<file path="src/rtl/coord_gen_pkg.sv">
// Shared timing constants, widths and types for the VGA raster-to-text-cell mapper.
// Consumed by coord_axis and coord_gen (optional macro COORD_GEN_BLANK_EN lives in coord_gen).
package coord_gen_pkg;

   localparam int H_TOTAL      = 800;
   localparam int V_TOTAL      = 525;
   localparam int H_ACTIVE     = 640;
   localparam int V_ACTIVE     = 480;

   localparam int CHAR_W       = 8;
   localparam int CHAR_H       = 16;
   localparam int CHAR_W_SHIFT = $clog2(CHAR_W);
   localparam int CHAR_H_SHIFT = $clog2(CHAR_H);

   localparam int COLS         = 80;
   localparam int ROWS         = 30;

   localparam int CNT_W        = 10;
   localparam int COORD_W      = 7;

   typedef logic [CNT_W-1:0]   cnt_t;
   typedef logic [COORD_W-1:0] coord_t;

   localparam coord_t COORD_MAX = 7'h7F;

   typedef struct packed {
      coord_t                  x;
      coord_t                  y;
      logic [CHAR_W_SHIFT-1:0] col_off;
      logic [CHAR_H_SHIFT-1:0] row_off;
      logic                    active;
   } coord_out_t;

   // Clamp a shifted counter to the largest representable cell index.
   function automatic coord_t sat_coord(input cnt_t idx);
      coord_t res;
      if (idx > cnt_t'(COORD_MAX)) begin
         res = COORD_MAX;
      end else begin
         res = idx[COORD_W-1:0];
      end
      return res;
   endfunction

endpackage

</file>
<file path="src/rtl/coord_axis.sv">
// One raster axis: cell index (saturated shift), offset inside the cell and
// in-active-range flag, all combinational.
module coord_axis
   import coord_gen_pkg::*;
#(
   parameter int ACTIVE = H_ACTIVE,
   parameter int CELL   = CHAR_W,
   parameter int OFF_W  = $clog2(CELL)
) (
   input  logic [CNT_W-1:0]   cnt_i,
   output logic [COORD_W-1:0] idx_o,
   output logic [OFF_W-1:0]   off_o,
   output logic               in_range_o
);

   logic [CNT_W-1:0] shifted_s;

   // CELL is a power of two, so the cell index is a plain right shift.
   always_comb begin
      shifted_s  = cnt_i >> OFF_W;
      idx_o      = sat_coord(shifted_s);
      off_o      = cnt_i[OFF_W-1:0];
      in_range_o = (cnt_i < CNT_W'(ACTIVE));
   end

endmodule

</file>
<file path="src/rtl/coord_gen.sv">
// Registers text-cell coordinates derived from the VGA H/V counters (1-cycle latency).
// Define COORD_GEN_BLANK_EN to force x=y=7'h7F and zero offsets outside the active area.
module coord_gen
   import coord_gen_pkg::*;
(
   input  logic               clock25,
   input  logic               reset_n,
   input  logic [CNT_W-1:0]   HorizontalCounter,
   input  logic [CNT_W-1:0]   VerticalCounter,
   output logic [COORD_W-1:0] x,
   output logic [COORD_W-1:0] y,
   output logic [2:0]         col_off,
   output logic [3:0]         row_off,
   output logic               active
);

   logic [COORD_W-1:0]      h_idx_s;
   logic [COORD_W-1:0]      v_idx_s;
   logic [CHAR_W_SHIFT-1:0] h_off_s;
   logic [CHAR_H_SHIFT-1:0] v_off_s;
   logic                    h_in_s;
   logic                    v_in_s;
   logic                    act_s;
   coord_out_t              out_d;
   coord_out_t              out_q;

   coord_axis #(
      .ACTIVE (H_ACTIVE),
      .CELL   (CHAR_W)
   ) u_h_axis (
      .cnt_i      (HorizontalCounter),
      .idx_o      (h_idx_s),
      .off_o      (h_off_s),
      .in_range_o (h_in_s)
   );

   coord_axis #(
      .ACTIVE (V_ACTIVE),
      .CELL   (CHAR_H)
   ) u_v_axis (
      .cnt_i      (VerticalCounter),
      .idx_o      (v_idx_s),
      .off_o      (v_off_s),
      .in_range_o (v_in_s)
   );

   // Next-state output bundle, optionally masked during blanking.
   always_comb begin
      out_d = '0;
      act_s = h_in_s & v_in_s;
`ifdef COORD_GEN_BLANK_EN
      if (act_s) begin
         out_d.x       = h_idx_s;
         out_d.y       = v_idx_s;
         out_d.col_off = h_off_s;
         out_d.row_off = v_off_s;
         out_d.active  = 1'b1;
      end else begin
         out_d.x       = COORD_MAX;
         out_d.y       = COORD_MAX;
         out_d.col_off = '0;
         out_d.row_off = '0;
         out_d.active  = 1'b0;
      end
`else
      out_d.x       = h_idx_s;
      out_d.y       = v_idx_s;
      out_d.col_off = h_off_s;
      out_d.row_off = v_off_s;
      out_d.active  = act_s;
`endif
   end

   // Output register; reset clears everything in both builds.
   always_ff @(posedge clock25 or negedge reset_n) begin
      if (!reset_n) begin
         out_q <= '0;
      end else begin
         out_q <= out_d;
      end
   end

   assign x       = out_q.x;
   assign y       = out_q.y;
   assign col_off = out_q.col_off;
   assign row_off = out_q.row_off;
   assign active  = out_q.active;

endmodule

</file>
<file path="config.mk">
export PLATFORM = sky130hd
export DESIGN_NAME = coord_gen
export DESIGN_NICKNAME = d
export VERILOG_FILES = /design/src/rtl/coord_gen_pkg.sv /design/src/rtl/coord_axis.sv /design/src/rtl/coord_gen.sv
export SDC_FILE = /design/constraint.sdc
export NUM_CORES = 1
export LEC_CHECK = 0
export BUFFER_PORTS_ARGS = -buffer_cell sky130_fd_sc_hd__buf_2
export CORE_MARGIN = 1.5
export CORE_UTILIZATION = 37
export CTS_CLUSTER_DIAMETER = 40
export DETAILED_ROUTE_END_ITERATION = 6
export GPL_ROUTABILITY_DRIVEN = 0
export HOLD_SLACK_MARGIN = 0.1
export PLACE_DENSITY = 0.68
export SYNTH_ARGS = -nofsm -noshare
export SYNTH_HDL_FRONTEND = slang
export SYNTH_HIERARCHICAL = 1
export SYNTH_SLANG_ARGS = --single-unit
</file>
<file path="constraint.sdc">
create_clock -name clock25 -period 0.8 [get_ports clock25]
set_input_delay 0.16 -clock clock25 [delete_from_list [all_inputs] [get_ports clock25]]
set_output_delay 0.16 -clock clock25 [all_outputs]
set_load 0.02 [all_outputs]
</file>
==> results of run 1 <==
-- per-stage QoR --
| stage | TNS, ns | instances |
|---|---|---|
| 6_report | -3.82 | 118 |
| 5_1_grt | -4.65 | 118 |
| 4_1_cts | -4.26 | 119 |
| 3_5_place_dp | 0 | 95 |
| 3_3_place_gp | 0 | 95 |
| 2_1_floorplan | 0 | 47 |
-- power by group through the flow --
stage,clock [mW],combinational [mW],sequential (mW)
final,0.475,0.378,1.20
after global routing,0.540,0.405,1.20
after global placement,0,0.230,1.20
after floorplan,0,0.0649,1.28
after detailed placement,0,0.232,1.20
after CTS,0.507,0.376,1.20
-- area by class of cell --
class / count / area [um2]
fillers: 142 / 551
well taps: 25 / 31.3
multi-input cells: 4 / 31.3
clock buffers: 3 / 22.5
flip-flops and latches: 22 / 551
repair buffers: 64 / 578
-- layout by cell type (no fill, tap or decap), drive strengths merged --
| cell type | Yosys | routed |
|---|---|---|
| a41oi | 1 | 1 |
| conb | 1 | 1 |
| clkbuf | 7 | 3 |
| dlygate4sd3 | 0 | 21 |
| o21ai | 1 | 1 |
| dfrtp | 22 | 22 |
| buf | 14 | 43 |
| and2 | 1 | 1 |
-- state kept, by name, summed over array words and instances, names as in the netlist --
name / flops
active: 1
col_off: 3
row_off: 4
x: 7
y: 7
-- routing by layer --
metal / wire length [um] / track usage
met1: 512 / 0.155
met4: 11 / 0.0833
met2: 806 / 0.271
met3: 86 / 0.0308
met5: 0 / 0
-- worst min-delay path by stage --
stage	to	slack [ns]	depth (start not counted)
4_1_cts	active$_DFF_PN0_	0.13	3
5_1_grt	active$_DFF_PN0_	0.17	3
3_3_place_gp	y[3]$_DFF_PN0_	0.1	2
3_5_place_dp	y[2]$_DFF_PN0_	0.10	2
6_report	active$_DFF_PN0_	0.15	3
2_1_floorplan	active$_DFF_PN0_	-0.14	0
-- repair_timing --
item | in CTS | in global routing
endpoints found under the hold margin | 42 | 0
gates resized for setup | 44 | 0
endpoints found under the setup margin | 22 | 23
hold buffers | 21 | 0
-- cells by family (layout without fill, tap and decap cells) --
group,count (synthesis),count (layout),synth area share
compound gates,2,2,0.0298
buf+inv,21,67,0.184
other cells,1,1,0.00526
flops,22,22,0.772
simple gates,1,1,0.00878
==> results.cfg, run 1 <==
[critical_path]
critPathTopFamily = flip-flops
worstPathMaxFanout = 1
cpMaxStageDelayCell = dfrtp_1
startpoint = col_off[2]$_DFF_PN0_
endpoint_kind = primary output
endpoint = col_off[2]
start_kind = flip-flop
slowest_delay_ns = 0.40
critPathRequiredTime_ns = 0.64
critical_path_class = reg -> out
crit_arrival_ns = 0.84
worst-path-buf-inv = 1
cp.depth = 1
crit_path_cell_trace = buf_6

[finish]
fin_nets = 117
fin_area_um2 = 1210
drive_gt1_frac = 0.505
num_antenna_cells = 0
syn_to_final_growth_pct = 70.2
post-route-util = 0.688

[logic_synthesis]
synth_seq_area_share = 0.772
synth_top_cell_area_share = 0.772
synthFlopType = dfrtp_1
syn_nets = 69
yosys.cell_count.top_type = dfrtp_1
synthArstFlopShare = 1.00
synth.cells.most_frequent = dfrtp_1, buf_4, clkbuf_1
synthTopCellsByArea = dfrtp_1, buf_4, clkbuf_1
ys_ff_latch = 22
synth_cell_types = 7
synthCells = 47
syn_area_um2 = 713
synth_edf_count = 0
synth.avg_cell_area_um2 = 15.2
yosysTopAreaCell = dfrtp_1
yosysWarningCount = 6

[power_and_ir_drop]
p_sw_mw = 0.482
p_leak_nw = 0.589
switching_share = 0.235
power_mw = 2.05
intPower_mw = 1.57
ir_drop_mv = 1.07
clkPwrFrac = 0.232
p_seq_frac = 0.584
p_per_area_nw_per_um2 = 1690
p_comb_frac = 0.184

[clocking]
clkTransAtPathRegs_ns = 0.11
cts_tree = yes
numClockSinks = 22
cts_buffers = 3
cts-root-buf = clkbuf_4
htree_levels = 1
cts_buffer_depth = 2
post-cts-setup-buffers = 0

[global_routing]
grt_max_degree = 23
track_usage = 0.148
grt_pass1_vias = 509
gr-total-overflow = 0
grt_pass1_wl_um = 2120
antenna_found_initial = 0

[timing]
finalSetupViolations = 22
drv_slew = 0
post-route-min-period_ns = 0.995
timing.final.ws_setup_ns = -0.195
holdWs_ns = 0.153
timing.final.hold_violations = 0
max_freq_mhz = 1000
finalCritPeriodShare = 1.24
grt_setup_unrepaired = true

[placement]
dp_slack_ns = 0.124
port_buffers = 43
placed_area_um2 = 848

[floorplan]
die_h_um = 46.9
core_region_area_um2 = 1760
rows = 15
start_util = 0.404
dieArea_um2 = 2200
io_pins = 44
die_w_um = 46.9

[hold_path]
hp-class = in -> reg
hp-start = VerticalCounter[9]

[outcome]
violations = negative setup slack
status = finished, violations left

[routing]
first_pass_iters = 1
drt-wirelength-per-cell_um = 12.0
drtAntennaViolNets = 0
drt_iter0_drc = 0
post-route-drc-count = 0
via_per_inst = 3.90
drt-total-wl_um = 1420
vias = 460

[job]
maxCapViolCount = 0
(Power assumes the default switching activity.)
==> run 2: changes to the inputs <==
- CORE_ASPECT_RATIO: unset -> 1.2
==> run 2 against run 1 <==
  * The run still ends with negative setup slack left
  * Core utilization down 3.2 points
  * Via count up 2.2%
  * First-iteration DRC count unchanged
  * Critical path depth unchanged
  * Design area down 1.1%
  * Sequential cell count unchanged
==> results.cfg, run 2 (synthesis gave the netlist of run 1 again) <==
[routing]
drt-wirelength-per-cell_um = 14.3
post-route-drc-count = 0
first_pass_iters = 1
drtAntennaViolNets = 0
drt-total-wl_um = 1600
vias = 470
drt_iter0_drc = 0
via_per_inst = 4.20

[critical_path]
worst-path-buf-inv = 1
critPathRequiredTime_ns = 0.64
crit_arrival_ns = 0.83
start_kind = flip-flop
slowest_delay_ns = 0.41
endpoint_kind = primary output
cpMaxStageDelayCell = dfrtp_1
critPathTopFamily = flip-flops
worstPathMaxFanout = 1
critical_path_class = reg -> out
crit_path_cell_trace = buf_6

[clocking]
cts_buffers = 3
cts_buffer_depth = 2
htree_levels = 1
cts-root-buf = clkbuf_4
clkTransAtPathRegs_ns = 0.10
post-cts-setup-buffers = 0
cts_tree = yes
numClockSinks = 22

[finish]
fin_area_um2 = 1200
final_cells = 112
final-seq-area_um2 = 551
fillers = 132
multiInputGateArea_um2 = 31.3
post-route-util = 0.656
mostFrequentLayoutCells = dfrtp_1, buf_6, dlygate4sd3_1, buf_2, clkbuf_4
syn_to_final_growth_pct = 68.2
num_antenna_cells = 0
fin_nets = 116
drive_gt1_frac = 0.505

[placement]
placed_area_um2 = 821
dp_cells = 88
port_buffers = 43
dp_slack_ns = 0.137

[timing]
post-route-min-period_ns = 0.993
grt_setup_unrepaired = true
timing.final.hold_violations = 0
max_freq_mhz = 1010
drv_slew = 0
timing.final.ws_setup_ns = -0.193
finalSetupViolations = 22
finalCritPeriodShare = 1.24

[global_routing]
antenna_found_initial = 0
gr-total-overflow = 0
track_usage = 0.167
grt_pass1_wl_um = 2540
grt_pass1_vias = 547
grt_max_degree = 23

[floorplan]
die_w_um = 43.1
rows = 17
start_util = 0.390
dieArea_um2 = 2200
io_pins = 44
core_region_area_um2 = 1830
die_h_um = 51.1

[outcome]
status = finished, violations left
violations = negative setup slack

[power_and_ir_drop]
p_per_area_nw_per_um2 = 1780
p_leak_nw = 0.587
ir_drop_mv = 1.04
power_mw = 2.14

[hold_path]
hp-class = in -> reg
hold_end = active$_DFF_PN0_
hp-start = VerticalCounter[9]
whs_path_depth = 3

[job]
maxCapViolCount = 0
## run 2: worst max-delay path by stage
stage / startpoint / end / cells after the start
5_1_grt: y[2]$_DFF_PN0_ / y[2] / 1
3_5_place_dp: y[2]$_DFF_PN0_ / y[2] / 1
4_1_cts: y[2]$_DFF_PN0_ / y[2] / 1
6_report: col_off[1]$_DFF_PN0_ / col_off[1] / 1
3_3_place_gp: active$_DFF_PN0_ / active / 1
2_1_floorplan: active$_DFF_PN0_ / active / 0
## run 2: what timing repair did
item,CTS,global route
cloned,0,0
resized for setup,44,0
hold buffers,21,0
endpoints found under the hold margin,42,0
endpoints found under the setup margin,22,23
## run 2: stage by stage
stage | TNS (ns) | hold slack (ns)
5_1_grt | -5.02 | 0.130
4_1_cts | -4.20 | 0.136
3_5_place_dp | 0 | 0.142
2_1_floorplan | 0 | -0.136
6_report | -3.88 | 0.153
3_3_place_gp | 0 | 0.127
## run 2: layout make-up
class / count / share of cell area
tap: 19 / 0.0198
multi-input combinational: 4 / 0.0261
timing repair buffer: 63 / 0.465
clock buffer: 4 / 0.0302
sequential: 22 / 0.459
## run 2: per-layer routing
layer	wire, um	track usage	vias to the layer above
met5	0	0	-
met1	538	0.165	224
met2	934	0.313	29
li1	-	-	215
met4	6	0.0758	0
met3	121	0.0459	2
## run 2: power by group
group | internal, mW | leakage, nW | switching, mW | total (mW)
sequential | 1.17 | 0.257 | 0.0301 | 1.20
combinational | 0.213 | 0.308 | 0.159 | 0.372
clock | 0.277 | 0.0210 | 0.288 | 0.565
